### src/rtl/cpu_perf_monitor.sv
// rtl/cpu_perf_monitor.sv - cycle/event counters with periodic snapshots and PC-stall hang detection
module cpu_perf_monitor #(
    parameter int NUM_EVT    = 4,
    parameter int CNT_W      = 32,
    parameter int SAMPLE_W   = 16,
    parameter int PC_W       = 32,
    parameter int HANG_LIMIT = 256
) (
    input  logic                     clk,
    input  logic                     rst,
    input  logic                     en,
    input  logic                     clear,
    input  logic [PC_W-1:0]          pc_in,
    input  logic [NUM_EVT-1:0]       evt_in,
    input  logic [SAMPLE_W-1:0]      sample_period,
    output logic                     snap_valid,
    input  logic                     snap_ready,
    output logic [CNT_W-1:0]         snap_cycle,
    output logic [PC_W-1:0]          snap_pc,
    output logic [NUM_EVT*CNT_W-1:0] snap_evt,
    output logic                     snap_overflow,
    output logic                     hang,
    output logic [PC_W-1:0]          hang_pc
);

    localparam int STALL_W = $clog2(HANG_LIMIT);
    localparam logic [STALL_W-1:0] STALL_MAX = STALL_W'(HANG_LIMIT - 1);

    typedef enum logic {S_RUN, S_HOLD} state_t;

    state_t                     state_q, state_d;
    logic [CNT_W-1:0]           cycle_q, cycle_d;
    logic [NUM_EVT*CNT_W-1:0]   evt_q, evt_d;
    logic [SAMPLE_W-1:0]        sample_cnt_q, sample_cnt_d;
    logic [STALL_W-1:0]         stall_cnt_q, stall_cnt_d;
    logic [PC_W-1:0]            prev_pc_q, prev_pc_d;
    logic                       pc_valid_q, pc_valid_d;
    logic [CNT_W-1:0]           snap_cycle_q, snap_cycle_d;
    logic [PC_W-1:0]            snap_pc_q, snap_pc_d;
    logic [NUM_EVT*CNT_W-1:0]   snap_evt_q, snap_evt_d;
    logic                       snap_overflow_q, snap_overflow_d;
    logic                       hang_q, hang_d;
    logic [PC_W-1:0]            hang_pc_q, hang_pc_d;

    logic handshake;
    logic boundary;
    logic stall;

    always_comb begin
        handshake = (state_q == S_HOLD) && snap_ready;
        boundary  = en && (sample_period != '0) &&
                    (sample_cnt_q == sample_period - SAMPLE_W'(1));
        stall     = en && pc_valid_q && (pc_in == prev_pc_q);

        cycle_d = en ? cycle_q + CNT_W'(1) : cycle_q;
        evt_d   = evt_q;
        for (int i = 0; i < NUM_EVT; i++) begin
            if (en && evt_in[i] && (evt_q[i*CNT_W +: CNT_W] != '1)) begin
                evt_d[i*CNT_W +: CNT_W] = evt_q[i*CNT_W +: CNT_W] + CNT_W'(1);
            end
        end

        // A shrunken period can leave the counter past its new end; restart it.
        if ((sample_period == '0) || (sample_cnt_q >= sample_period)) begin
            sample_cnt_d = '0;
        end else if (en) begin
            sample_cnt_d = boundary ? '0 : sample_cnt_q + SAMPLE_W'(1);
        end else begin
            sample_cnt_d = sample_cnt_q;
        end

        prev_pc_d  = en ? pc_in : prev_pc_q;
        pc_valid_d = pc_valid_q | en;
        if (!en) begin
            stall_cnt_d = stall_cnt_q;
        end else if (stall) begin
            stall_cnt_d = (stall_cnt_q == STALL_MAX) ? stall_cnt_q : stall_cnt_q + STALL_W'(1);
        end else begin
            stall_cnt_d = '0;
        end

        hang_d    = hang_q;
        hang_pc_d = hang_pc_q;
        if (stall && (stall_cnt_q == STALL_MAX) && !hang_q) begin
            hang_d    = 1'b1;
            hang_pc_d = pc_in;
        end

        state_d         = state_q;
        snap_cycle_d    = snap_cycle_q;
        snap_pc_d       = snap_pc_q;
        snap_evt_d      = snap_evt_q;
        snap_overflow_d = snap_overflow_q;
        if (boundary && ((state_q == S_RUN) || handshake)) begin
            state_d      = S_HOLD;
            snap_cycle_d = cycle_d;
            snap_pc_d    = pc_in;
            snap_evt_d   = evt_d;
        end else if (boundary) begin
            snap_overflow_d = 1'b1;
        end else if (handshake) begin
            state_d = S_RUN;
        end

        if (clear) begin
            state_d         = S_RUN;
            cycle_d         = '0;
            evt_d           = '0;
            sample_cnt_d    = '0;
            stall_cnt_d     = '0;
            prev_pc_d       = '0;
            pc_valid_d      = 1'b0;
            snap_cycle_d    = '0;
            snap_pc_d       = '0;
            snap_evt_d      = '0;
            snap_overflow_d = 1'b0;
            hang_d          = 1'b0;
            hang_pc_d       = '0;
        end
    end

    always_ff @(posedge clk) begin
        if (!rst) begin
            state_q         <= S_RUN;
            cycle_q         <= '0;
            evt_q           <= '0;
            sample_cnt_q    <= '0;
            stall_cnt_q     <= '0;
            prev_pc_q       <= '0;
            pc_valid_q      <= 1'b0;
            snap_cycle_q    <= '0;
            snap_pc_q       <= '0;
            snap_evt_q      <= '0;
            snap_overflow_q <= 1'b0;
            hang_q          <= 1'b0;
            hang_pc_q       <= '0;
        end else begin
            state_q         <= state_d;
            cycle_q         <= cycle_d;
            evt_q           <= evt_d;
            sample_cnt_q    <= sample_cnt_d;
            stall_cnt_q     <= stall_cnt_d;
            prev_pc_q       <= prev_pc_d;
            pc_valid_q      <= pc_valid_d;
            snap_cycle_q    <= snap_cycle_d;
            snap_pc_q       <= snap_pc_d;
            snap_evt_q      <= snap_evt_d;
            snap_overflow_q <= snap_overflow_d;
            hang_q          <= hang_d;
            hang_pc_q       <= hang_pc_d;
        end
    end

    assign snap_valid    = (state_q == S_HOLD);
    assign snap_cycle    = snap_cycle_q;
    assign snap_pc       = snap_pc_q;
    assign snap_evt      = snap_evt_q;
    assign snap_overflow = snap_overflow_q;
    assign hang          = hang_q;
    assign hang_pc       = hang_pc_q;

endmodule

### config.mk
export PLATFORM = sky130hd
export DESIGN_NAME = cpu_perf_monitor
export DESIGN_NICKNAME = d
export VERILOG_FILES = /design/src/rtl/cpu_perf_monitor.sv
export SDC_FILE = /design/constraint.sdc
export NUM_CORES = 1
export LEC_CHECK = 0
export CORE_MARGIN = 2
export CORE_UTILIZATION = 40
export CTS_CLUSTER_DIAMETER = 40
export DETAILED_ROUTE_END_ITERATION = 10
export GPL_TIMING_DRIVEN = 0
export PLACE_DENSITY = 0.66
export SLEW_MARGIN = 20
export SYNTH_ARGS = -nofsm -noshare
export SYNTH_HDL_FRONTEND = slang
export SYNTH_SLANG_ARGS = --single-unit
### constraint.sdc
create_clock -name clk -period 8.7 [get_ports clk]
set_input_delay 1.305 -clock clk [delete_from_list [all_inputs] [get_ports clk]]
set_output_delay 1.305 -clock clk [all_outputs]
set_load 0.02 [all_outputs]
==> results summary <==
The largest net degree at the start of global routing came out at 14. The sequential-to-total area share from yosys stat came out at 0.454. The worst path required time came out at 9.17 ns. The worst path arrival time came out at 6.08 ns.

The floorplan step set the die width to 225 µm. The first-pass detailed-route iteration total came out at 7. The path class of the tightest hold or removal check is reg -> reg. In this run the mean area of a mapped cell was 8.87 µm².

In the synthesized netlist the dominant register cell turns out to be sky130_fd_sc_hd__dfxtp_1. The count of state elements after synthesis came out at 444. The top metal layer carrying routed signals is met5. The total stage count of the critical path is 13. The synthesis warning total is 0.

In the global route stage, overall resource usage came out at 0.235. The count of antenna-violating nets left after detailed routing is 0. Relative to the synthesized area, the layout overhead comes to 30.5%. In this run the standard cell core region covers 0.0486 mm². The combined area of the multi-input logic cells came out at 0.0100 mm². TritonCTS built the clock tree. The storage element area is 0.00889 mm². The clock root buffer is sky130_fd_sc_hd__clkbuf_16. After detailed routing, the average wire length per cell comes to 18.7 µm. Clock skew on the completed layout was measured at 0.0243 ns. The share of async-settable or async-resettable flops after synthesis came out at 0. The critical path goes through clkdlybuf4s50_1, inv_1, ha_1, or3b_2, o41a_1, or4_1, o311a_1, nor4b_4, and3_1, buf_2, buf_6, buf_6, mux2_1.

The number of antenna violations at the first check in global routing is 2. For this run the aggregate overflow at the end of global routing stands at 0. The congestion estimate from routability-driven global placement came to 0.902. The ratio of final minimum period to clock period came out at 0.644. The wire length after detailed routing came out at 60.5 mm.

The number of buffers created by CTS is 71. STA classifies the critical path startpoint as an input port. The maximum net fanout on the critical path came out at 10. The total buffers and inverters traversed by the critical path is 5. The post-cts gate resize count came out at 0. The clock latency reported for the late side of the worst-skew pair came out at 0.60 ns. At the end of the flow, the number of nets in the layout was 2645. The number of global-route vias before repair is 17300. After clock tree synthesis, the clock-pin slew on the worst setup and hold paths is 0.05 ns. The via count normalized by instance count is 5.31. The worst voltage drop across the vdd grid is 0.110 mV. The number of top-level pins is 284.

The buffer count from post-CTS setup fixing is 0. The detailed-placement wirelength estimate came out at 44.9 mm. The run finished with clean final reports. The number of unique standard cell types used by synthesis came out at 55. Setup repair after global routing left no endpoint under its margin.

The synthesized design contains 0 enable-type register cells. The max-cap violation count came out at 0. The H-tree generated during clock tree synthesis spans 3 levels. The worst reg2reg path depth is 11. The final hold violation count was 0.

The wire length of the first global-routing pass is 93.7 mm. Detailed routing placed a total of 28.8 mm of wire on met2. The clock drives 444 sinks.

For this design, the CTS-stage hold fixing added 0 buffers. The initial core utilization is 0.403. In the routed design, unresolved DRC markers number 0. The post-synthesis instance area came out at 0.0196 mm². The areal power density over the cells came out at 196 mW/mm². The final worst slack came out at 3.10 ns. The setup violation total in the final timing report is 0. On the critical path the largest part of the delay comes from simple AND/OR/NAND/NOR gates. The die covers 0.0508 mm². The initialized floorplan defines 81 standard-cell rows. The worst setup timing slack at the placement stage came out at 2.47 ns. The slew at the pin closest to its max-slew limit is 1.12 ns. The total vias in the final route is 17200. The clock period minus final worst setup slack came out at 5.60 ns. The worst hold path stage count is 2. The synthesized netlist cell count came out at 2210. For this run, the slowest stage of the critical path takes 0.82 ns. The count of input and output buffers came out at 280.

The routed length on met1 is 26.1 mm. The endpoint class of the critical path is a register. The worst hold-check slack is 0.450 ns. In this run the static leakage power is 9.01 nW. Adding up every negative setup slack in the final design gives 0 ns.

The master of the slowest instance on the critical path is sky130_fd_sc_hd__nor4b_4. The total of fill cells in the finished design came out at 4504. The maximum buffer depth of the clock tree is 3.

The diode insertion count for antenna repair is 0. The proportion of layout cells with a drive suffix above 1 is 0.0550. The most frequent cell on the critical path is sky130_fd_sc_hd__buf_6. The first routing iteration left 918 violations. The met3 layer wire length in the routed design came out at 3.90 mm.

The max-slew violation count is 0. The critical path is of the in -> reg type. The worst slew slack as a fraction of its limit came out at 0.253. The post-synthesis net count came out at 2292. In this run the vertical extent of the chip is 225 µm. Timing would allow up to 0.178 GHz.
## metrics by stage
stage          cells  power, mW  area (µm²)  utilization
6_report        3240       5.01       25600        0.526
5_1_grt         3240       5.16       25600        0.526
4_1_cts         3240       5.06       25600        0.526
3_5_place_dp    3112       2.26       23200        0.477
3_3_place_gp    3112       2.26       23200        0.476
2_1_floorplan   2210       2.18       19600            -
## kinds of logic (layout without fill, tap and decap cells)
group,after synthesis,after routing,synth area share
buffers and inverters,172,580,0.0373
AO/OA/AOI/OAI,265,265,0.0765
multiplexers,123,123,0.0684
AND/OR/NAND/NOR,970,970,0.254
XOR/XNOR,211,211,0.0943
adder cells (fa/ha/maj),25,25,0.0160
flip-flops,444,444,0.454
## state kept, by name, summed over array words and instances, names as in the netlist
name / cells
evt_q: 128
snap_evt: 128
cycle_q: 32
hang_pc: 32
prev_pc_q: 32
snap_cycle: 32
snap_pc: 32
sample_cnt_q: 16
stall_cnt_q: 8
hang: 1
pc_valid_q: 1
snap_overflow: 1
snap_valid: 1
## cell usage after synthesis, drive strengths merged, types with 4 or more instances
master,n,area share
a211oi,21,0.0080
a21o,8,0.0031
a21oi,92,0.023
a31oi,21,0.0067
and2,95,0.030
and3,39,0.012
and4,17,0.0076
buf,23,0.0087
clkbuf,112,0.021
dfxtp,444,0.45
ha,25,0.016
inv,37,0.0071
mux2,87,0.050
mux2i,36,0.018
nand2,191,0.037
nand2b,8,0.0026
nand3,88,0.022
nand3b,4,0.0015
nand4,137,0.044
nor2,246,0.047
nor3,36,0.0092
nor4,26,0.0083
nor4b,5,0.0030
o211ai,5,0.0019
o21ai,103,0.026
or3,21,0.0067
or4,41,0.016
xnor2,89,0.040
xor2,122,0.055
## worst register-to-register path, delay by kind of cell, from the launching register on
kind                     cells  cell delay (ns)
multiplexers                 1             0.35
buffers and inverters        4             0.81
AO/OA/AOI/OAI                1             0.19
adder cells (fa/ha/maj)      1             0.28
flip-flops                   1             0.37
AND/OR/NAND/NOR              4             1.92
## path summary, 6_finish.rpt
kind,startpoint,to,slack [ns]
setup / recovery,sample_period[0],snap_cycle[26],3.10
hold / removal,hang_pc[2],hang_pc[2],0.45
setup reg to reg,sample_cnt_q[0],snap_cycle[26],4.68
hold reg to reg,hang_pc[2],hang_pc[2],0.45
## where the power goes
group | switching [mW] | internal [mW]
registers | 0.00493 | 2.04
clock network | 1.05 | 1.74
logic | 0.115 | 0.0594
## layer usage
| metal | track usage | vias to the layer above |
|---|---|---|
| met1 | 0.283 | 8173 |
| met3 | 0.0589 | 98 |
| met2 | 0.403 | 470 |
| met5 | 0 | - |
| li1 | - | 8465 |
| met4 | 0.0869 | 4 |
## final cells by class
| type | count | share of cell area |
|---|---|---|
| Multi-Input combinational cell | 1594 | 0.391 |
| Sequential cell | 444 | 0.347 |
| Timing Repair Buffer | 280 | 0.110 |
| Clock buffer | 87 | 0.0742 |
| Tap cell | 622 | 0.0304 |
| Buffer | 135 | 0.0231 |
| Clock inverter | 41 | 0.0188 |
| Inverter | 37 | 0.00543 |
## placed cells by master, fill, tap and decap left out, drive strengths merged, types with 36 or more instances in the layout
| cell type | count |
|---|---|
| nand4 | 137 |
| inv | 49 |
| mux2i | 36 |
| mux2 | 87 |
| dfxtp | 444 |
| clkbuf | 199 |
| a21oi | 92 |
| nor3 | 36 |
| clkdlybuf4s50 | 280 |
| or4 | 41 |
| xor2 | 122 |
| nor2 | 246 |
| o21ai | 103 |
| nand2 | 191 |
| and2 | 95 |
| xnor2 | 89 |
| nand3 | 88 |
| and3 | 39 |
(Power assumes the default switching activity.)
